**src/rtl/turbo_ext_interleaver_if.sv**
```systemverilog
// Stream bundle for the extrinsic interleaver: symbol input side, permuted output side,
// hard decisions and block-done pulse. slave = interleaver view, master = driver view.
interface turbo_ext_interleaver_if #(
  parameter int DATA_W  = 10,
  parameter int SOFT_W  = 7,
  parameter int BLK_LEN = 7
);
  logic                     mode_i;
  logic                     in_valid_i;
  logic                     in_ready_o;
  logic signed [DATA_W-1:0] llr_i;
  logic signed [SOFT_W-1:0] sys_i;
  logic signed [SOFT_W-1:0] ext_i;
  logic                     out_valid_o;
  logic                     out_ready_i;
  logic signed [SOFT_W-1:0] out_data_o;
  logic [BLK_LEN-1:0]       hard_o;
  logic                     blk_done_o;

  modport slave (
    input  mode_i, in_valid_i, llr_i, sys_i, ext_i, out_ready_i,
    output in_ready_o, out_valid_o, out_data_o, hard_o, blk_done_o
  );

  modport master (
    output mode_i, in_valid_i, llr_i, sys_i, ext_i, out_ready_i,
    input  in_ready_o, out_valid_o, out_data_o, hard_o, blk_done_o
  );
endinterface

```
**src/rtl/turbo_ext_interleaver.sv**
```systemverilog
// Scales/saturates SISO extrinsics into a flop buffer, then replays the block permuted.
// Written at the accepting edge; half-duplex, so input stalls for the whole drain phase.
module turbo_ext_interleaver #(
  parameter int DATA_W  = 10,
  parameter int SOFT_W  = 7,
  parameter int BLK_LEN = 7,
  parameter int P_STEP  = 3,
  parameter int P_OFF   = 0
) (
  input logic                    clk_i,
  input logic                    reset_n_i,
  turbo_ext_interleaver_if.slave bus
);
  localparam int CNT_W = $clog2(BLK_LEN);
  localparam int EW    = DATA_W + 2;

  localparam logic [CNT_W-1:0]     LAST   = CNT_W'(BLK_LEN - 1);
  localparam logic [CNT_W-1:0]     OFF    = CNT_W'(P_OFF);
  localparam logic [CNT_W:0]       STEP_E = (CNT_W + 1)'(P_STEP);
  localparam logic [CNT_W:0]       LEN_E  = (CNT_W + 1)'(BLK_LEN);
  localparam logic signed [EW-1:0] SAT_P  = EW'((2 ** (SOFT_W - 1)) - 1);
  localparam logic signed [EW-1:0] SAT_N  = -SAT_P;

  typedef enum logic {FILL, DRAIN} state_t;

  state_t                   state_q;
  logic                     mode_q;
  logic                     blk_done_q;
  logic [CNT_W-1:0]         wr_cnt_q;
  logic [CNT_W-1:0]         rd_cnt_q;
  logic [CNT_W-1:0]         perm_q;
  logic [BLK_LEN-1:0]       hard_q;
  logic signed [SOFT_W-1:0] mem_q [BLK_LEN];

  logic [CNT_W:0]           perm_sum;
  logic [CNT_W-1:0]         perm_d;
  logic [CNT_W-1:0]         wr_addr;
  logic [CNT_W-1:0]         rd_addr;
  logic                     wr_mode;
  logic signed [EW-1:0]     diff;
  logic signed [EW-1:0]     scaled;
  logic signed [SOFT_W-1:0] ext_sat;

  // Next permutation index: one modular step, no multiplier.
  assign perm_sum = {1'b0, perm_q} + STEP_E;
  assign perm_d   = (perm_sum >= LEN_E) ? CNT_W'(perm_sum - LEN_E) : CNT_W'(perm_sum);

  // Symbol 0 must already use the incoming mode, before mode_q has captured it.
  assign wr_mode = (wr_cnt_q == '0) ? bus.mode_i : mode_q;
  assign wr_addr = wr_mode ? perm_q : wr_cnt_q;
  assign rd_addr = mode_q ? rd_cnt_q : perm_q;

  assign diff    = EW'(bus.llr_i) - EW'(bus.sys_i) - EW'(bus.ext_i);
  assign scaled  = diff - (diff >>> 2);
  assign ext_sat = (scaled > SAT_P) ? SOFT_W'(SAT_P) :
                   (scaled < SAT_N) ? SOFT_W'(SAT_N) : SOFT_W'(scaled);

  assign bus.in_ready_o  = (state_q == FILL);
  assign bus.out_valid_o = (state_q == DRAIN);
  assign bus.out_data_o  = (state_q == DRAIN) ? mem_q[rd_addr] : '0;
  assign bus.hard_o      = hard_q;
  assign bus.blk_done_o  = blk_done_q;

  always_ff @(posedge clk_i or negedge reset_n_i) begin
    if (!reset_n_i) begin
      state_q    <= FILL;
      mode_q     <= 1'b0;
      blk_done_q <= 1'b0;
      wr_cnt_q   <= '0;
      rd_cnt_q   <= '0;
      perm_q     <= OFF;
      hard_q     <= '0;
      for (int i = 0; i < BLK_LEN; i++) mem_q[i] <= '0;
    end else begin
      blk_done_q <= 1'b0;
      case (state_q)
        FILL: begin
          if (bus.in_valid_i) begin
            mem_q[wr_addr]   <= ext_sat;
            hard_q[wr_cnt_q] <= !bus.llr_i[DATA_W-1] && (bus.llr_i != '0);
            if (wr_cnt_q == '0) mode_q <= bus.mode_i;
            if (wr_cnt_q == LAST) begin
              wr_cnt_q <= '0;
              perm_q   <= OFF;
              state_q  <= DRAIN;
            end else begin
              wr_cnt_q <= wr_cnt_q + CNT_W'(1);
              if (wr_mode) perm_q <= perm_d;
            end
          end
        end
        DRAIN: begin
          if (bus.out_ready_i) begin
            if (rd_cnt_q == LAST) begin
              rd_cnt_q   <= '0;
              perm_q     <= OFF;
              state_q    <= FILL;
              blk_done_q <= 1'b1;
            end else begin
              rd_cnt_q <= rd_cnt_q + CNT_W'(1);
              if (!mode_q) perm_q <= perm_d;
            end
          end
        end
        default: state_q <= FILL;
      endcase
    end
  end
endmodule

```
**src/flat_wrapper.sv**
```systemverilog
// flat-port wrapper written by rule: the top's interface ports become plain ports
module turbo_ext_interleaver_flat 
#(
  parameter int DATA_W  = 10,
  parameter int SOFT_W  = 7,
  parameter int BLK_LEN = 7,
  parameter int P_STEP  = 3,
  parameter int P_OFF   = 0
)
  (clk_i, reset_n_i, bus_mode_i, bus_in_valid_i, bus_llr_i, bus_sys_i, bus_ext_i, bus_out_ready_i, bus_in_ready_o, bus_out_valid_o, bus_out_data_o, bus_hard_o, bus_blk_done_o);
  turbo_ext_interleaver_if #(.DATA_W(DATA_W), .SOFT_W(SOFT_W), .BLK_LEN(BLK_LEN)) bus_i ();
  input logic clk_i;
  input logic reset_n_i;
  input wire logic [$bits(bus_i.mode_i)-1:0] bus_mode_i;
  input wire logic [$bits(bus_i.in_valid_i)-1:0] bus_in_valid_i;
  input wire logic [$bits(bus_i.llr_i)-1:0] bus_llr_i;
  input wire logic [$bits(bus_i.sys_i)-1:0] bus_sys_i;
  input wire logic [$bits(bus_i.ext_i)-1:0] bus_ext_i;
  input wire logic [$bits(bus_i.out_ready_i)-1:0] bus_out_ready_i;
  output wire logic [$bits(bus_i.in_ready_o)-1:0] bus_in_ready_o;
  output wire logic [$bits(bus_i.out_valid_o)-1:0] bus_out_valid_o;
  output wire logic [$bits(bus_i.out_data_o)-1:0] bus_out_data_o;
  output wire logic [$bits(bus_i.hard_o)-1:0] bus_hard_o;
  output wire logic [$bits(bus_i.blk_done_o)-1:0] bus_blk_done_o;
  assign bus_i.mode_i = bus_mode_i;
  assign bus_i.in_valid_i = bus_in_valid_i;
  assign bus_i.llr_i = bus_llr_i;
  assign bus_i.sys_i = bus_sys_i;
  assign bus_i.ext_i = bus_ext_i;
  assign bus_i.out_ready_i = bus_out_ready_i;
  assign bus_in_ready_o = bus_i.in_ready_o;
  assign bus_out_valid_o = bus_i.out_valid_o;
  assign bus_out_data_o = bus_i.out_data_o;
  assign bus_hard_o = bus_i.hard_o;
  assign bus_blk_done_o = bus_i.blk_done_o;
  turbo_ext_interleaver #(.DATA_W(DATA_W), .SOFT_W(SOFT_W), .BLK_LEN(BLK_LEN), .P_STEP(P_STEP), .P_OFF(P_OFF)) u_core (.clk_i(clk_i), .reset_n_i(reset_n_i), .bus(bus_i));
endmodule
```
**config.mk**
```make
export PLATFORM = sky130hd
export DESIGN_NAME = turbo_ext_interleaver_flat
export DESIGN_NICKNAME = d
export VERILOG_FILES = /design/src/rtl/turbo_ext_interleaver_if.sv /design/src/rtl/turbo_ext_interleaver.sv /design/src/flat_wrapper.sv
export SDC_FILE = /design/constraint.sdc
export NUM_CORES = 1
export LEC_CHECK = 0
export ABC_CLOCK_PERIOD_IN_PS = 2800
export BUFFER_PORTS_ARGS = -buffer_cell sky130_fd_sc_hd__buf_2
export CORE_ASPECT_RATIO = 0.7
export CORE_MARGIN = 3
export CORE_UTILIZATION = 55
export CTS_BUF_LIST = sky130_fd_sc_hd__clkbuf_16
export DETAILED_ROUTE_END_ITERATION = 10
export PLACE_DENSITY = 0.86
export SYNTH_ARGS = -nofsm -noshare
export SYNTH_HDL_FRONTEND = slang
export SYNTH_SLANG_ARGS = --single-unit
```
**constraint.sdc**
```tcl
create_clock -name clk_i -period 2.8 [get_ports clk_i]
set_clock_uncertainty 0.2 [all_clocks]
set_input_delay 0.56 -clock clk_i [delete_from_list [all_inputs] [get_ports clk_i]]
set_output_delay 0.56 -clock clk_i [all_outputs]
set_load 0.005 [all_outputs]
```
==> results by group, run 1 <==
Global routing
  – Tot GR Track Use: 0.331
  – Largest net degree at the start of global routing: 45
  – Global-route wire length before repair: 27,100 µm
  – Vias in the first global route: 5,450
  – Initial antenna violation count: 0
  – GRT overflow: 0

Timing
  – Setup WS post-layout: -2.16 ns
  – Final period util: 1.77
  – Slew headroom: 0.368
  – Final setup TNS: -102.13 ns
  – Unrepaired setup endpoints after global routing: yes
  – Fmax: 201 MHz
  – Hold_ws: 0.0240 ns
  – Max Slew Vio Count: 0
  – Fin crit period: 4.96 ns
  – Final hold violations: 0
  – Slew @ Worst Pin: 0.941 ns
  – Setup-failing EPs final: 56

Critical path
  – CP required: 2.81 ns
  – Endpoint type of the worst setup path: flip-flop
  – Crit path kind: in -> reg
  – CP max-delay cell: fa_1
  – Arrival time at the worst endpoint: 4.97 ns
  – Crit-path cells: buf_2 -> inv_1 -> fa_1 -> inv_1 -> ha_4 -> o211ai_1 -> o211ai_1 -> and3_4 -> nor2_4 -> inv_2 -> ha_4 -> buf_4 -> o31a_1 -> o31ai_4 -> o21ba_4 -> mux2_4 -> a211o_1 -> buf_4 -> a211o_4 -> a31o_1
  – Buf/Inv on CP: 6
  – R2R setup slack: -0.19 ns
  – Largest stage delay, worst path: 0.55 ns
  – Crit-path max FO: 7
  – CP delay by family, top: compound AO/OA/AOI/OAI gates
  – Startpoint types: input port

Yosys
  – Ys Warns: 0
  – XOR/XNOR Fraction of Synth Area: 0.0342
  – Mapped Avg Cell Area: 9.03 µm²
  – Post-synth EDFFs: 0
  – Post-Synth Simple-Gate Area: 0.196
  – Syn Nets: 623
  – FFs w/ async S/R, synth: 1.00
  – Yosys reg bits: 68
  – Post-synthesis mux area share: 0.0652
  – Seq/Total Area, Yosys: 0.337
  – Post-synth cell types: 70
  – Largest family of logic cells by synthesized area: compound AO/OA/AOI/OAI gates
  – Adder-cell share of the synthesized area: 0.103
  – Fraction of the mapped netlist area in compound gates: 0.219
  – Post-synthesis instance total: 559
  – Cell Area, Synth: 0.00505 mm²
  – Ys flop type: dfrtp_1

Die
  – # rows: 28
  – DIE AREA: 0.0104 mm²
  – Die Y: 86.1 µm
  – Core box area: 0.00869 mm²
  – DIE WIDTH: 120 µm
  – Io pins: 46
  – Starting Density: 0.581

Finish
  – Register Area: 0.00171 mm²
  – Fillers: 416
  – Antenna diodes: 0
  – Most common cell after layout, fill and taps aside: buf_4
  – Multi-input gate area: 0.00378 mm²
  – Cell Count, Final, Fillers Out: 839
  – Most frequent cells in the layout: buf_4, nand2_1, dfrtp_1
  – # nets final: 778
  – Share of cells above drive strength 1: 0.452
  – Area Growth Syn to Fin: 45.2%

Detailed routing
  – Total Routed Length: 19,600 µm
  – Initial drt markers: 724
  – Vias per std cell: 6.66
  – Drt first pass iters: 5
  – Avg WL per Cell: 23.3 µm
  – Total number of vias: 5,590
  – Detailed-route DRC error count: 0
  – ANT nets after route: 0

CTS
  – Clock slew seen by the registers of the worst setup and hold paths: 0.06 ns
  – Worst skew pair latency: 0.34 ns
  – CTS tree: done
  – Clk root buf: clkbuf_16
  – CTS Buf Count: 9
  – Max clock buf depth: 2
  – H-tree depth: 3
  – Clock sink count: 68

Power
  – Switching Share: 0.460
  – Internal: 0.00561 W
  – Lkg Pwr: 3.40 nW
  – Flop pwr share: 0.153
  – Comb pwr share: 0.722
  – Sw Pwr: 0.00479 W
  – Pwr dens: 1420 mW/mm²
  – PnR Total Power: 0.0104 W
  – Clock power frac: 0.125
  – Peak VDD IR: 0.000898 V

Placed design
  – DP Worst Slack: -2.48 ns
  – # placed instances: 797
  – HPWL Detailed: 10,400 µm
  – I/O Buffers: 45
  – RePlAce Congestion: 0.858

Job
  – MaxCap Viol Count: 0

Outcome
  – Failing checks: setup timing
  – Status: finished, violations left

Min path
  – Worst hold path class: in -> async
-- routing by layer --
metal,vias up,global-route usage,share of wire
li1,2283,-,-
met1,2660,0.378,0.34
met2,471,0.574,0.48
met3,176,0.0593,0.087
met4,0,0.220,0.096
met5,-,0,0
-- final timing paths --
check,from,endpoint,cells past startpoint
hold / removal,reset_n_i,u_core.rd_cnt_q[1],1
hold reg to reg,u_core.mem_q[25],u_core.mem_q[25],2
setup / recovery,bus_llr_i[3],u_core.mem_q[0],20
min in group clk_i,bus_out_ready_i,u_core.bus.out_valid_o,2
max in group asynchronous,reset_n_i,u_core.mem_q[46],2
setup reg to reg,u_core.wr_cnt_q[0],u_core.mem_q[15],9
-- registers in the layout, indices dropped and copies added, names as in the netlist --
| register | flops |
|---|---|
| u_core.wr_cnt_q | 3 |
| u_core.bus.blk_done_o | 1 |
| u_core.mode_q | 1 |
| u_core.bus.hard_o | 7 |
| u_core.bus.out_valid_o | 1 |
| u_core.mem_q | 49 |
| u_core.rd_cnt_q | 3 |
| u_core.perm_q | 3 |
-- worst reg2reg max path, stage by stage, from the launching register on --
cell and delay [ns]:
dfrtp_1 0.54, nor2_1 0.28, nand2_1 0.11, o21ai_0 0.12
o22ai_1 0.16, buf_4 0.19, nor2b_1 0.28, nor2b_1 0.73
nand2_8 0.12, o21ai_2 0.18
-- layout make-up --
cell class / count / share of cell area
multi-input combinational: 435 / 0.516
clock inverter: 7 / 0.0145
timing repair buffer: 154 / 0.161
clock buffer: 9 / 0.0307
sequential: 68 / 0.233
inverter: 46 / 0.0242
tap: 120 / 0.0205
-- synthesized netlist by cell type, drive strengths merged, types with 11 or more instances --
| cell | instances | area share |
|---|---|---|
| a21oi | 23 | 0.035 |
| nor2 | 29 | 0.024 |
| o211ai | 15 | 0.022 |
| nor2b | 13 | 0.016 |
| nor3 | 11 | 0.012 |
| fa | 11 | 0.044 |
| nand2 | 113 | 0.094 |
| nand3 | 11 | 0.011 |
| o21ai | 69 | 0.072 |
| dfrtp | 68 | 0.34 |
| inv | 46 | 0.034 |
| ha | 24 | 0.060 |
-- per-stage QoR --
stage | area [µm²] | utilization
after floorplan | 5100 | -
after global placement | 6070 | 0.699
after detailed placement | 6070 | 0.699
after CTS | 6750 | 0.777
after global routing | 7330 | 0.843
final | 7330 | 0.843
-- what timing repair did --
item,CTS,global route
cloned,1,0
hold buffers,0,0
pin swaps,38,66
setup buffers,14,13
resized for setup,48,103
endpoints found under the setup margin,56,56
-- cells by family after synthesis --
group / count (synthesis)
AND/OR/NAND/NOR: 204
XOR/XNOR: 16
buffers and inverters: 57
AO/OA/AOI/OAI: 156
adder cells (fa/ha/maj): 35
flip-flops: 68
multiplexers: 23
-- power groups by stage --
stage	combinational [W]	clock (W)	sequential [W]
final	0.00751	0.00130	0.00159
after global routing	0.00786	0.00134	0.00161
after CTS	0.00577	0.00128	0.00154
after detailed placement	0.00520	0	0.00153
after global placement	0.00495	0	0.00151
after floorplan	0.00333	0	0.00143
(Power assumes the default switching activity.)
==> inputs of run 2 (changes only) <==
==> constraint.sdc (replaced) <==
create_clock -name clk_i -period 2.8 [get_ports clk_i]
set_clock_uncertainty 0.2 [all_clocks]
set_input_delay 0.28 -clock clk_i [delete_from_list [all_inputs] [get_ports clk_i]]
set_output_delay 0.28 -clock clk_i [all_outputs]
set_load 0.005 [all_outputs]
==> results by group, run 2 (synthesis gave the netlist of run 1 again) <==
Outcome
  – Status: finished, violations left
  – Failing checks: setup timing

Global routing
  – Initial antenna violation count: 1
  – GRT overflow: 0
  – Vias in the first global route: 5,395
  – Tot GR Track Use: 0.322
  – Largest net degree at the start of global routing: 69
  – Global-route wire length before repair: 26,600 µm

Placed design
  – I/O Buffers: 45
  – HPWL Detailed: 10,400 µm
  – DP Worst Slack: -2.12 ns
  – RePlAce Congestion: 0.887

Critical path
  – CP max-delay cell: fa_1
  – R2R setup slack: -0.04 ns
  – Crit path kind: in -> reg
  – Crit-path cells: buf_2 -> fa_1 -> inv_2 -> ha_4 -> xor2_1 -> ha_1 -> inv_1 -> fa_1 -> a21oi_4 -> o2111ai_4 -> o311a_1 -> o211ai_1 -> a31oi_2 -> buf_4 -> buf_4 -> nor2b_1 -> o22ai_4 -> buf_12 -> nand2_4 -> o21ai_1
  – CP required: 2.81 ns
  – Buf/Inv on CP: 6
  – CP delay by family, top: adder cells
  – Arrival time at the worst endpoint: 4.58 ns
  – Crit-path max FO: 7
  – Largest stage delay, worst path: 0.60 ns
  – Endpoint type of the worst setup path: flip-flop
  – Startpoint types: input port

Timing
  – Fmax: 219 MHz
  – Unrepaired setup endpoints after global routing: yes
  – Max Slew Vio Count: 0
  – Slew @ Worst Pin: 0.686 ns
  – Setup WS post-layout: -1.77 ns
  – Slew headroom: 0.541
  – Final period util: 1.63
  – Fin crit period: 4.57 ns
  – Final hold violations: 0
  – Setup-failing EPs final: 49
  – Final setup TNS: -82.56 ns
  – Hold_ws: 0.0192 ns

CTS
  – Clk root buf: clkbuf_16
  – H-tree depth: 3
  – Clock slew seen by the registers of the worst setup and hold paths: 0.05 ns
  – Worst skew pair latency: 0.33 ns
  – CTS Buf Count: 9
  – Clock sink count: 68
  – CTS tree: done
  – Max clock buf depth: 2

Min path
  – Worst hold path class: in -> reg

Power
  – Pwr dens: 1370 mW/mm²
  – Lkg Pwr: 3.28 nW
  – Peak VDD IR: 0.000708 V

Die
  – # rows: 28
  – Core box area: 0.00869 mm²
  – DIE AREA: 0.0104 mm²
  – Io pins: 46
  – Starting Density: 0.581
  – Die Y: 86.1 µm
  – DIE WIDTH: 120 µm

Detailed routing
  – Avg WL per Cell: 21.8 µm
  – Initial drt markers: 675
  – Total Routed Length: 18,100 µm
  – Detailed-route DRC error count: 0
  – Vias per std cell: 6.50
  – Drt first pass iters: 8
  – Total number of vias: 5,403
  – ANT nets after route: 0

Finish
  – Most flops, register: u_core.mem_q
  – Max reg flops: 49
  – Most frequent cells in the layout: nand2_1, buf_4, dfrtp_1
  – Most common cell after layout, fill and taps aside: nand2_1
  – Share of cells above drive strength 1: 0.399
  – Area Growth Syn to Fin: 38.4%
  – Final Util: 0.804
  – # nets final: 770

Job
  – MaxCap Viol Count: 0
-- run 2: changes by cell type in the layout (fill, tap and decap cells not counted), moves of 3 or more --
cell and change:
o21ai_1 +7, xor2_1 +3, nand2_8 -6, buf_4 -5
nand2_1 +15, xor2_2 -3, o21ai_2 -12, o21ai_0 +7
nand2_2 -10, buf_12 -3, ha_4 +3, inv_2 +3
-- run 2: metal layers --
layer | track usage | wire length (µm)
met1 | 0.381 | 6480
met2 | 0.576 | 9000
met3 | 0.0514 | 1390
met4 | 0.154 | 1230
met5 | 0 | 0
-- run 2: what timing repair did --
item / in CTS / in global routing
hold endpoints to repair: 69 / 0
resized for setup: 35 / 53
setup endpoints to repair: 49 / 56
pin swaps: 47 / 40
buffers inserted: 13 / 8
hold buffers: 2 / 0
-- run 2: path summary, 6_finish.rpt --
path                                     from                 end  cells after the start
max                              bus_ext_i[2]    u_core.mem_q[10]                     20
min                                bus_mode_i       u_core.mode_q                      3
max reg2reg                u_core.wr_cnt_q[0]    u_core.mem_q[42]                      8
min reg2reg                  u_core.mem_q[33]    u_core.mem_q[33]                      2
max in group asynchronous           reset_n_i  u_core.wr_cnt_q[2]                      3
min in group asynchronous           reset_n_i  u_core.rd_cnt_q[1]                      3
-- run 2: worst register-to-register path, cell delays in order, from the launching register on --
cell and delay (ns):
dfrtp_1 0.60, nor2_1 0.14, nand2_1 0.09, o21ai_0 0.08, o22ai_1 0.46, nand4_1 0.47, nand2_1 0.22, o21ai_0 0.19
a31o_1 0.26
-- run 2: layout make-up --
class / count / area, µm²
diodes: 1 / 2.50
clock buffers: 9 / 225
clock inverters: 6 / 57.6
fillers: 504 / 1700
inverters: 46 / 173
multi-input cells: 434 / 3590
flip-flops and latches: 68 / 1700
well taps: 120 / 150
repair buffers: 147 / 1080
-- run 2: metrics by stage --
stage          power, W  std cells  instance area (µm²)
5_1_grt         0.00999        831                 6990
3_3_place_gp    0.00639        793                 6040
6_report        0.00958        831                 6990
3_5_place_dp    0.00669        793                 6040
2_1_floorplan   0.00476        559                 5100
4_1_cts         0.00844        823                 6660
-- run 2: report_power, final --
part           switching, W  leakage (nW)  internal [W]
Combinational       0.00368          2.23       0.00322
Clock              0.000427         0.136      0.000676
Sequential         0.000295         0.915       0.00128
Total               0.00440          3.28       0.00518
